[src/rtl/clk_div_prog.sv]
// rtl/clk_div_prog.sv - programmable clock/tick divider with boundary-aligned reconfiguration
// Active D/H change only on a period wrap (or at once while disabled), so clk_out never emits a runt pulse.
module clk_div_prog #(
   parameter int SYS_FREQ = 100_000_000,
   parameter int CNT_W    = 27,
   parameter int F0       = 1,
   parameter int F1       = 2,
   parameter int F2       = 5,
   parameter int F3       = 10
) (
   input  logic             clk,
   input  logic             rst,
   input  logic             en,
   input  logic             cfg_valid,
   output logic             cfg_ready,
   input  logic [2:0]       cfg_sel,
   input  logic [CNT_W-1:0] cfg_div,
   input  logic [CNT_W-1:0] cfg_high,
   output logic             clk_out,
   output logic             tick
);

   localparam longint DIV0_L  = longint'(SYS_FREQ / F0);
   localparam longint DIV1_L  = longint'(SYS_FREQ / F1);
   localparam longint DIV2_L  = longint'(SYS_FREQ / F2);
   localparam longint DIV3_L  = longint'(SYS_FREQ / F3);
   localparam longint MAX_DIV = (longint'(1) << CNT_W) - 1;

   if (DIV0_L > MAX_DIV || DIV1_L > MAX_DIV || DIV2_L > MAX_DIV || DIV3_L > MAX_DIV) begin : g_div_check
      $error("clk_div_prog: a preset divisor does not fit in CNT_W bits");
   end

   localparam logic [CNT_W-1:0] DIV0 = DIV0_L[CNT_W-1:0];
   localparam logic [CNT_W-1:0] DIV1 = DIV1_L[CNT_W-1:0];
   localparam logic [CNT_W-1:0] DIV2 = DIV2_L[CNT_W-1:0];
   localparam logic [CNT_W-1:0] DIV3 = DIV3_L[CNT_W-1:0];
   localparam logic [CNT_W-1:0] HIGH0 = DIV0 >> 1;

   logic [CNT_W-1:0] cnt;
   logic [CNT_W-1:0] act_d, act_h;
   logic [CNT_W-1:0] sh_d, sh_h;
   logic [CNT_W-1:0] cust_d, new_d, new_h;
   logic             pending;
   logic             wrap;

   assign cfg_ready = ~pending;
   assign wrap      = (cnt == act_d - CNT_W'(1));

   // Period/high time the request would install, computed from the live cfg_* inputs.
   always_comb begin
      cust_d = (cfg_div < CNT_W'(2)) ? CNT_W'(2) : cfg_div;
      new_d  = cust_d;
      new_h  = cfg_high;
      if (!cfg_sel[2]) begin
         case (cfg_sel[1:0])
            2'd0: new_d = DIV0;
            2'd1: new_d = DIV1;
            2'd2: new_d = DIV2;
            2'd3: new_d = DIV3;
         endcase
         new_h = new_d >> 1;
      end else if (cfg_high == '0) begin
         new_h = cust_d >> 1;
      end else if (cfg_high >= cust_d) begin
         new_h = cust_d - CNT_W'(1);
      end
   end

   always_ff @(posedge clk or posedge rst) begin
      if (rst) begin
         cnt     <= '0;
         clk_out <= 1'b0;
         tick    <= 1'b0;
         pending <= 1'b0;
         act_d   <= DIV0;
         act_h   <= HIGH0;
         sh_d    <= DIV0;
         sh_h    <= HIGH0;
      end else begin
         if (en) cnt <= wrap ? '0 : cnt + CNT_W'(1);
         else    cnt <= '0;
         clk_out <= en & (cnt < act_h);
         tick    <= en & (cnt == '0);
         // Accept is blocked while pending, so apply and accept never collide.
         if (pending && (wrap || !en)) begin
            act_d   <= sh_d;
            act_h   <= sh_h;
            pending <= 1'b0;
         end else if (cfg_valid && !pending) begin
            sh_d    <= new_d;
            sh_h    <= new_h;
            pending <= 1'b1;
         end
      end
   end

endmodule

[config.mk]
export PLATFORM = sky130hd
export DESIGN_NAME = clk_div_prog
export DESIGN_NICKNAME = d
export VERILOG_FILES = /design/src/rtl/clk_div_prog.sv
export SDC_FILE = /design/constraint.sdc
export NUM_CORES = 1
export LEC_CHECK = 0
export ABC_CLOCK_PERIOD_IN_PS = 4550
export BUFFER_PORTS_ARGS = -buffer_cell sky130_fd_sc_hd__buf_2
export CAP_MARGIN = 40
export CORE_UTILIZATION = 45
export CTS_CLUSTER_DIAMETER = 60
export DETAILED_ROUTE_END_ITERATION = 6
export GPL_TIMING_DRIVEN = 0
export MAX_ROUTING_LAYER = met4
export PLACE_DENSITY_LB_ADDON = 0.08
export SETUP_SLACK_MARGIN = 0.5
export SLEW_MARGIN = 0
export SYNTH_ARGS = -nofsm -noshare
export SYNTH_HDL_FRONTEND = slang
export SYNTH_SLANG_ARGS = --single-unit
[constraint.sdc]
create_clock -name clk -period 4.55 [get_ports clk]
set_input_delay 0.2275 -clock clk [delete_from_list [all_inputs] [get_ports clk]]
set_output_delay 0.2275 -clock clk [all_outputs]
set_load 0.005 [all_outputs]
Word-level counts from Yosys, hierarchy flattened

Index checks and enable logic that the tools add are counted.

Flip-flop bits (word level): 138
Input bits: 61
Logic and storage cells: 42

Add/subtract/negate cells: 3
$lt $le $gt $ge: 3
Equal/unequal tests: 4
Muxes and demuxes: 10
Bitwise gates (word level): 4
Reduce and logical (&&, ||, !) cells: 10

Operators by type and width:

| cell                    | number |
|---|---|
| $mux W27                | 7 |
| $pmux W27 S4            | 1 |
| $logic_not A27 Y1       | 2 |
| $sub A27 B1 Y27 const B | 2 |
| $add A27 B1 Y27 const B | 1 |
| $eq A27 B27 Y1          | 1 |
| $ge A27 B27 Y1          | 1 |
| $lt A27 B2 Y1 const B   | 1 |
| $lt A27 B27 Y1          | 1 |
| $eq A2 B2 Y1 const B    | 2 |
| $and A1 B1 Y1           | 2 |
| $eq A2 B1 Y1 const B    | 1 |
| $logic_and A1 B1 Y1     | 2 |
| $logic_not A1 Y1        | 2 |
| $logic_not A2 Y1        | 1 |
| $mux W1                 | 2 |
| $not A1 Y1              | 2 |
| $reduce_and A2 Y1       | 1 |
| $reduce_bool A2 Y1      | 1 |
| $logic_or A1 B1 Y1      | 1 |

Longest topological paths before layout

Depth after elaboration: 6
Mapped depth: 16
Depth with buffers taken out: 14

Worst setup path after synthesis

Ideal clock, no wire load.

Path type: reg-to-reg
From: reg act_d[0]
To: reg act_d[0]
Setup time: 0.125 ns
Arrival time: 3.478 ns
Setup slack: 0.947 ns
Stages on the path, launching flop included: 12
Buffers on the path: 1
Clock period less this slack: 3.603 ns
Cell sequence: dfrtp_1 > inv_1 > ha_1 > nor3b_1 > nand2_1 > a2111oi_0 > o21ai_0 > nor4_1 > nand4_1 > o41ai_4 > buf_6 > mux2_4

Longest elaborated chain between the ends: 4

Ends and longest elaborated chain:

| what                   | RTL line | RTL |
|---|---|---|
| from (decl)            | 40       | `logic [CNT_W-1:0] act_d, act_h;` |
| from (signal assigned) | 75       | `act_d <= DIV0;` |
| from (signal assigned) | 86       | `act_d <= sh_d;` |
| $sub A27 B1 Y27        | 47       | `assign wrap = (cnt == act_d - CNT_W'(1));` |
| $eq A27 B27 Y1         | 47       |  |
| $logic_or A1 B1 Y1     | 85       | `if (pending && (wrap \|\| !en)) begin` |
| $logic_and A1 B1 Y1    | 85       |  |

No other way between the ends.
A chain may end at the register's enable or synchronous reset.

Worst setup path in the final report

From: reg act_d[0]
To: reg cnt[20]

Longest elaborated chain between the ends: 4

Ends and longest elaborated chain:

| what                   | RTL line | RTL |
|---|---|---|
| $sub A27 B1 Y27        | 47       |  |
| $eq A27 B27 Y1         | 47       |  |
| $mux W27 (2 in series) | 80       | `if (en) cnt <= wrap ? '0 : cnt + CNT_W'(1);` |
| to (signal assigned)   | 80       |  |
| to (decl)              | 39       | `logic [CNT_W-1:0] cnt;` |

No other way between the ends.

==> parameters.txt <==
Parameter                              Value

Detailed routing
  Number of DRC markers in iteration 0    385
  Drt first pass iters    5
  Post-route DRC violation count    0
  Average wire per standard cell    between 15 and 20 um
  Total detailed-routing wirelength    about 27000 um
  Via-to-Cell Ratio    5.64
  Remaining number of nets flagged by the antenna check after routing    0
  Total via count after detailed routing    7772

Cells and area
  Count of inserted antenna diode cells    0
  Share of layout cells above drive strength 1    0.208
  Layout net count    about 1200
  Final std cell area, no fill    between 10000 and 15000 um^2
  Post-synthesis to final-layout area growth    14.5%
  Post-route non-filler standard cell count    1378

Power
  Total power per unit cell area    ~440 nW/um^2
  Internal power consumption    around 3.1 mW
  Static leakage    slightly below 5 nW
  Total power    4.73 mW
  Proportion of total power due to net switching    0.339
  Power spent charging and discharging nets    roughly 1.6 mW
  Comb pwr share    0.303
  Portion of total power attributed to sequential cells    0.409
  Largest vdd supply drop    approximately 330 uV
  Fraction of power consumed by the clock network    0.288

Global routing
  Initial antenna violation count    0
  Pin count of the biggest net entering global routing    74
  Global-route usage over all layers    0.266
  Vias in the first global route    7791
  Wire length of the first global-routing pass    42600 um
  GR Overflow Total    0

STA
  Worst hold margin    ~0.066 ns
  Setup repair after global routing missed its margin    no
  Transition time at the pin with the least slew margin    ~0.85 ns
  Setup total negative slack    0 ns
  Clk_skew    0.0105 ns
  Number of hold violations in the final report    0
  Max-slew violation count    0
  Maximum clock frequency    approximately 0.26 GHz
  Worst slew slack as a fraction of its limit    0.423
  Share of the clock period used by the worst path after layout    0.830
  Total setup violations reported at the end of the flow    0
  Shortest period the worst path allows    3.78 ns

Yosys
  Synthesized-area fraction occupied by and/or/nand/nor cells    0.185
  Fraction of synthesized cell area taken by the top area cell type    0.238
  Net Count, Synth    between 1000 and 1500
  Synth unique cells    69
  Adder-cell share of the synthesized area    0.0754
  Share of cell area taken by muxes after synthesis    0.101
  Post-synth EDFFs    0
  Fraction of the yosys area taken by sequential cells    0.372
  Number of synthesized register bits    138
  Top post-synthesis cells by area    sky130_fd_sc_hd__dfrtp_1, sky130_fd_sc_hd__dfstp_2, sky130_fd_sc_hd__mux2_4
  Xor/xnor cell area share of the yosys netlist    0.0713
  Cell types with the highest counts after synthesis    sky130_fd_sc_hd__dfrtp_1, sky130_fd_sc_hd__a21oi_1, sky130_fd_sc_hd__nor2_1
  FFs w/ async S/R, synth    1.00
  Leading cell type by number of instances after synthesis    sky130_fd_sc_hd__dfrtp_1
  Area leader, netlist    sky130_fd_sc_hd__dfrtp_1
  Largest family of logic cells by synthesized area    simple AND/OR/NAND/NOR gates
  Number of standard cells after synthesis    approximately 1000
  Area fraction in compound gates after synthesis    0.144
  Main flop type after synthesis    sky130_fd_sc_hd__dfrtp_1
  Mapped Avg Cell Area    between 9 and 10 um^2
  Number of warnings reported in the yosys synthesis log    0
  Netlist area before placement    roughly 9500 um^2

Die
  I/O pin count    64
  Die width    roughly 150 um
  Core box area    around 20000 um^2
  Initial standard-cell utilization of the core    0.463
  Die Outline Area    about 22000 um^2
  Chip height    about 150 um
  Number of core rows    between 50 and 60

Placed design
  Post-placement cell count    between 1000 and 1500
  Placed Area    10200 um^2
  Dpl hpwl    about 21000 um
  Routability congestion estimate    roughly 0.9
  Number of buffers added on ports    60

Clock tree
  Total clock sinks    approximately 140
  Cell chosen for the clock root    sky130_fd_sc_hd__clkbuf_16
  Htree depth    4
  Worst-skew pair later-pin latency    around 0.43 ns
  Buffers from clock root to sink, at most    2
  Clock transition at the registers of the reported paths    ~0.06 ns
  Clock buffer count from CTS    17
  Clock tree from TritonCTS    done

Job
  # Max-Cap Violations    0

Setup path
  Reg-to-Reg Start    act_d[0]
  Worst Setup End Kind    flip-flop
  WP data arrival    about 4.1 ns
  Startpoint class of the critical path    flip-flop
  Required time of the critical path    about 5 ns
  Flop2flop setup slack    ~0.77 ns
  Worst Path Max Fanout    10
  Worst setup path category    reg2reg
  R2R depth    11
  Reg-to-Reg End    cnt[20]

Hold path
  Worst Hold Path EP    sh_h[25]
  Class of the most critical hold timing path    in2reg
  Hold Crit Depth    3
  Launch point of the worst hold path    cfg_div[26]

Run status
  Result of the run    finished clean
## critical path: stages (launching register included)
cell and delay, ns:
sky130_fd_sc_hd__dfrtp_1 0.47, sky130_fd_sc_hd__inv_1 0.09, sky130_fd_sc_hd__ha_1 0.24, sky130_fd_sc_hd__nor3b_4 0.33, sky130_fd_sc_hd__nand2_1 0.29, sky130_fd_sc_hd__a2111oi_2 0.43
sky130_fd_sc_hd__nor2_1 0.08, sky130_fd_sc_hd__or4_1 0.52, sky130_fd_sc_hd__or4_1 0.47, sky130_fd_sc_hd__clkbuf_1 0.25, sky130_fd_sc_hd__clkbuf_1 0.27, sky130_fd_sc_hd__and3_1 0.22
## cells by family after synthesis
| kind of cell | Yosys count |
|---|---|
| xor+xnor | 77 |
| compound gates | 215 |
| mux | 70 |
| simple gates | 334 |
| buf+inv | 118 |
| fa+ha+maj | 57 |
| flops | 138 |
## cells in the final DEF (no fill, tap or decap), types with 28 or more instances in the layout
cell type / instances
sky130_fd_sc_hd__o21ai_0: 42
sky130_fd_sc_hd__inv_1: 67
sky130_fd_sc_hd__a21oi_1: 79
sky130_fd_sc_hd__nor3_1: 28
sky130_fd_sc_hd__and3_1: 32
sky130_fd_sc_hd__dfstp_2: 48
sky130_fd_sc_hd__xnor2_1: 61
sky130_fd_sc_hd__nor2_1: 75
sky130_fd_sc_hd__mux2_4: 50
sky130_fd_sc_hd__buf_2: 61
sky130_fd_sc_hd__clkbuf_1: 36
sky130_fd_sc_hd__nor4_1: 28
sky130_fd_sc_hd__ha_1: 57
sky130_fd_sc_hd__dfrtp_1: 90
sky130_fd_sc_hd__nand2_1: 74
## flip-flops by register name (all words and copies together), names as in the netlist
register / flops
act_d: 27
act_h: 27
clk_out: 1
sh_h: 27
pending: 1
sh_d: 27
tick: 1
cnt: 27
## layout make-up
| class | count | area (um^2) |
|---|---|---|
| fillers | 1920 | 9610 |
| multi-input cells | 753 | 5510 |
| flip-flops and latches | 138 | 3510 |
| clock buffers | 19 | 443 |
| repair buffers | 67 | 395 |
| well taps | 270 | 338 |
| inverters | 69 | 264 |
| plain buffers | 49 | 228 |
| clock inverters | 13 | 130 |
## power groups by stage
stage	combinational, mW	clock, mW	sequential [mW]
4_1_cts	1.43	1.38	1.94
2_1_floorplan	1.10	0	1.82
3_3_place_gp	1.38	0	1.95
6_report	1.43	1.36	1.94
3_5_place_dp	1.41	0	1.95
5_1_grt	1.59	1.45	1.99
## worst max-delay path by stage
stage                     depth (start not counted)   startpoint  slack, ns  endpoint
final                                            11     act_d[0]       0.77   cnt[20]
after global routing                             11     act_d[0]       0.53   cnt[15]
after CTS                                        11     act_d[0]       0.52   cnt[20]
after detailed placement                         15  cfg_div[19]      -0.18  sh_h[11]
after global placement                            2          rst      -1.01  sh_h[24]
after floorplan                                   1          rst       0.71  act_d[0]
## per-layer routing
metal / routed length [um] / global-route usage / share of wire / up-vias
met1: 12500 / 0.342 / 0.47 / 3679
li1: - / - / - / 3824
met3: 877 / 0.0363 / 0.033 / 64
met2: 12100 / 0.409 / 0.45 / 205
met4: 1110 / 0.135 / 0.042 / 0
met5: 0 / - / 0 / -
## per-stage QoR
stage / setup WS (ns) / util
after floorplan: 0.706 / -
after global routing: 0.534 / 0.530
after detailed placement: -0.183 / 0.497
after global placement: -1.01 / 0.494
after CTS: 0.518 / 0.528
final: 0.772 / 0.530
## repair_timing
action,4_1_cts,5_1_grt
gates cloned,0,0
gates resized for setup,5,11
hold endpoints to repair,60,0
setup buffers,2,0
hold buffers,1,0
pin swaps,1,0
setup endpoints to repair,108,96
No activity file was read; power rests on OpenSTA's default activity.
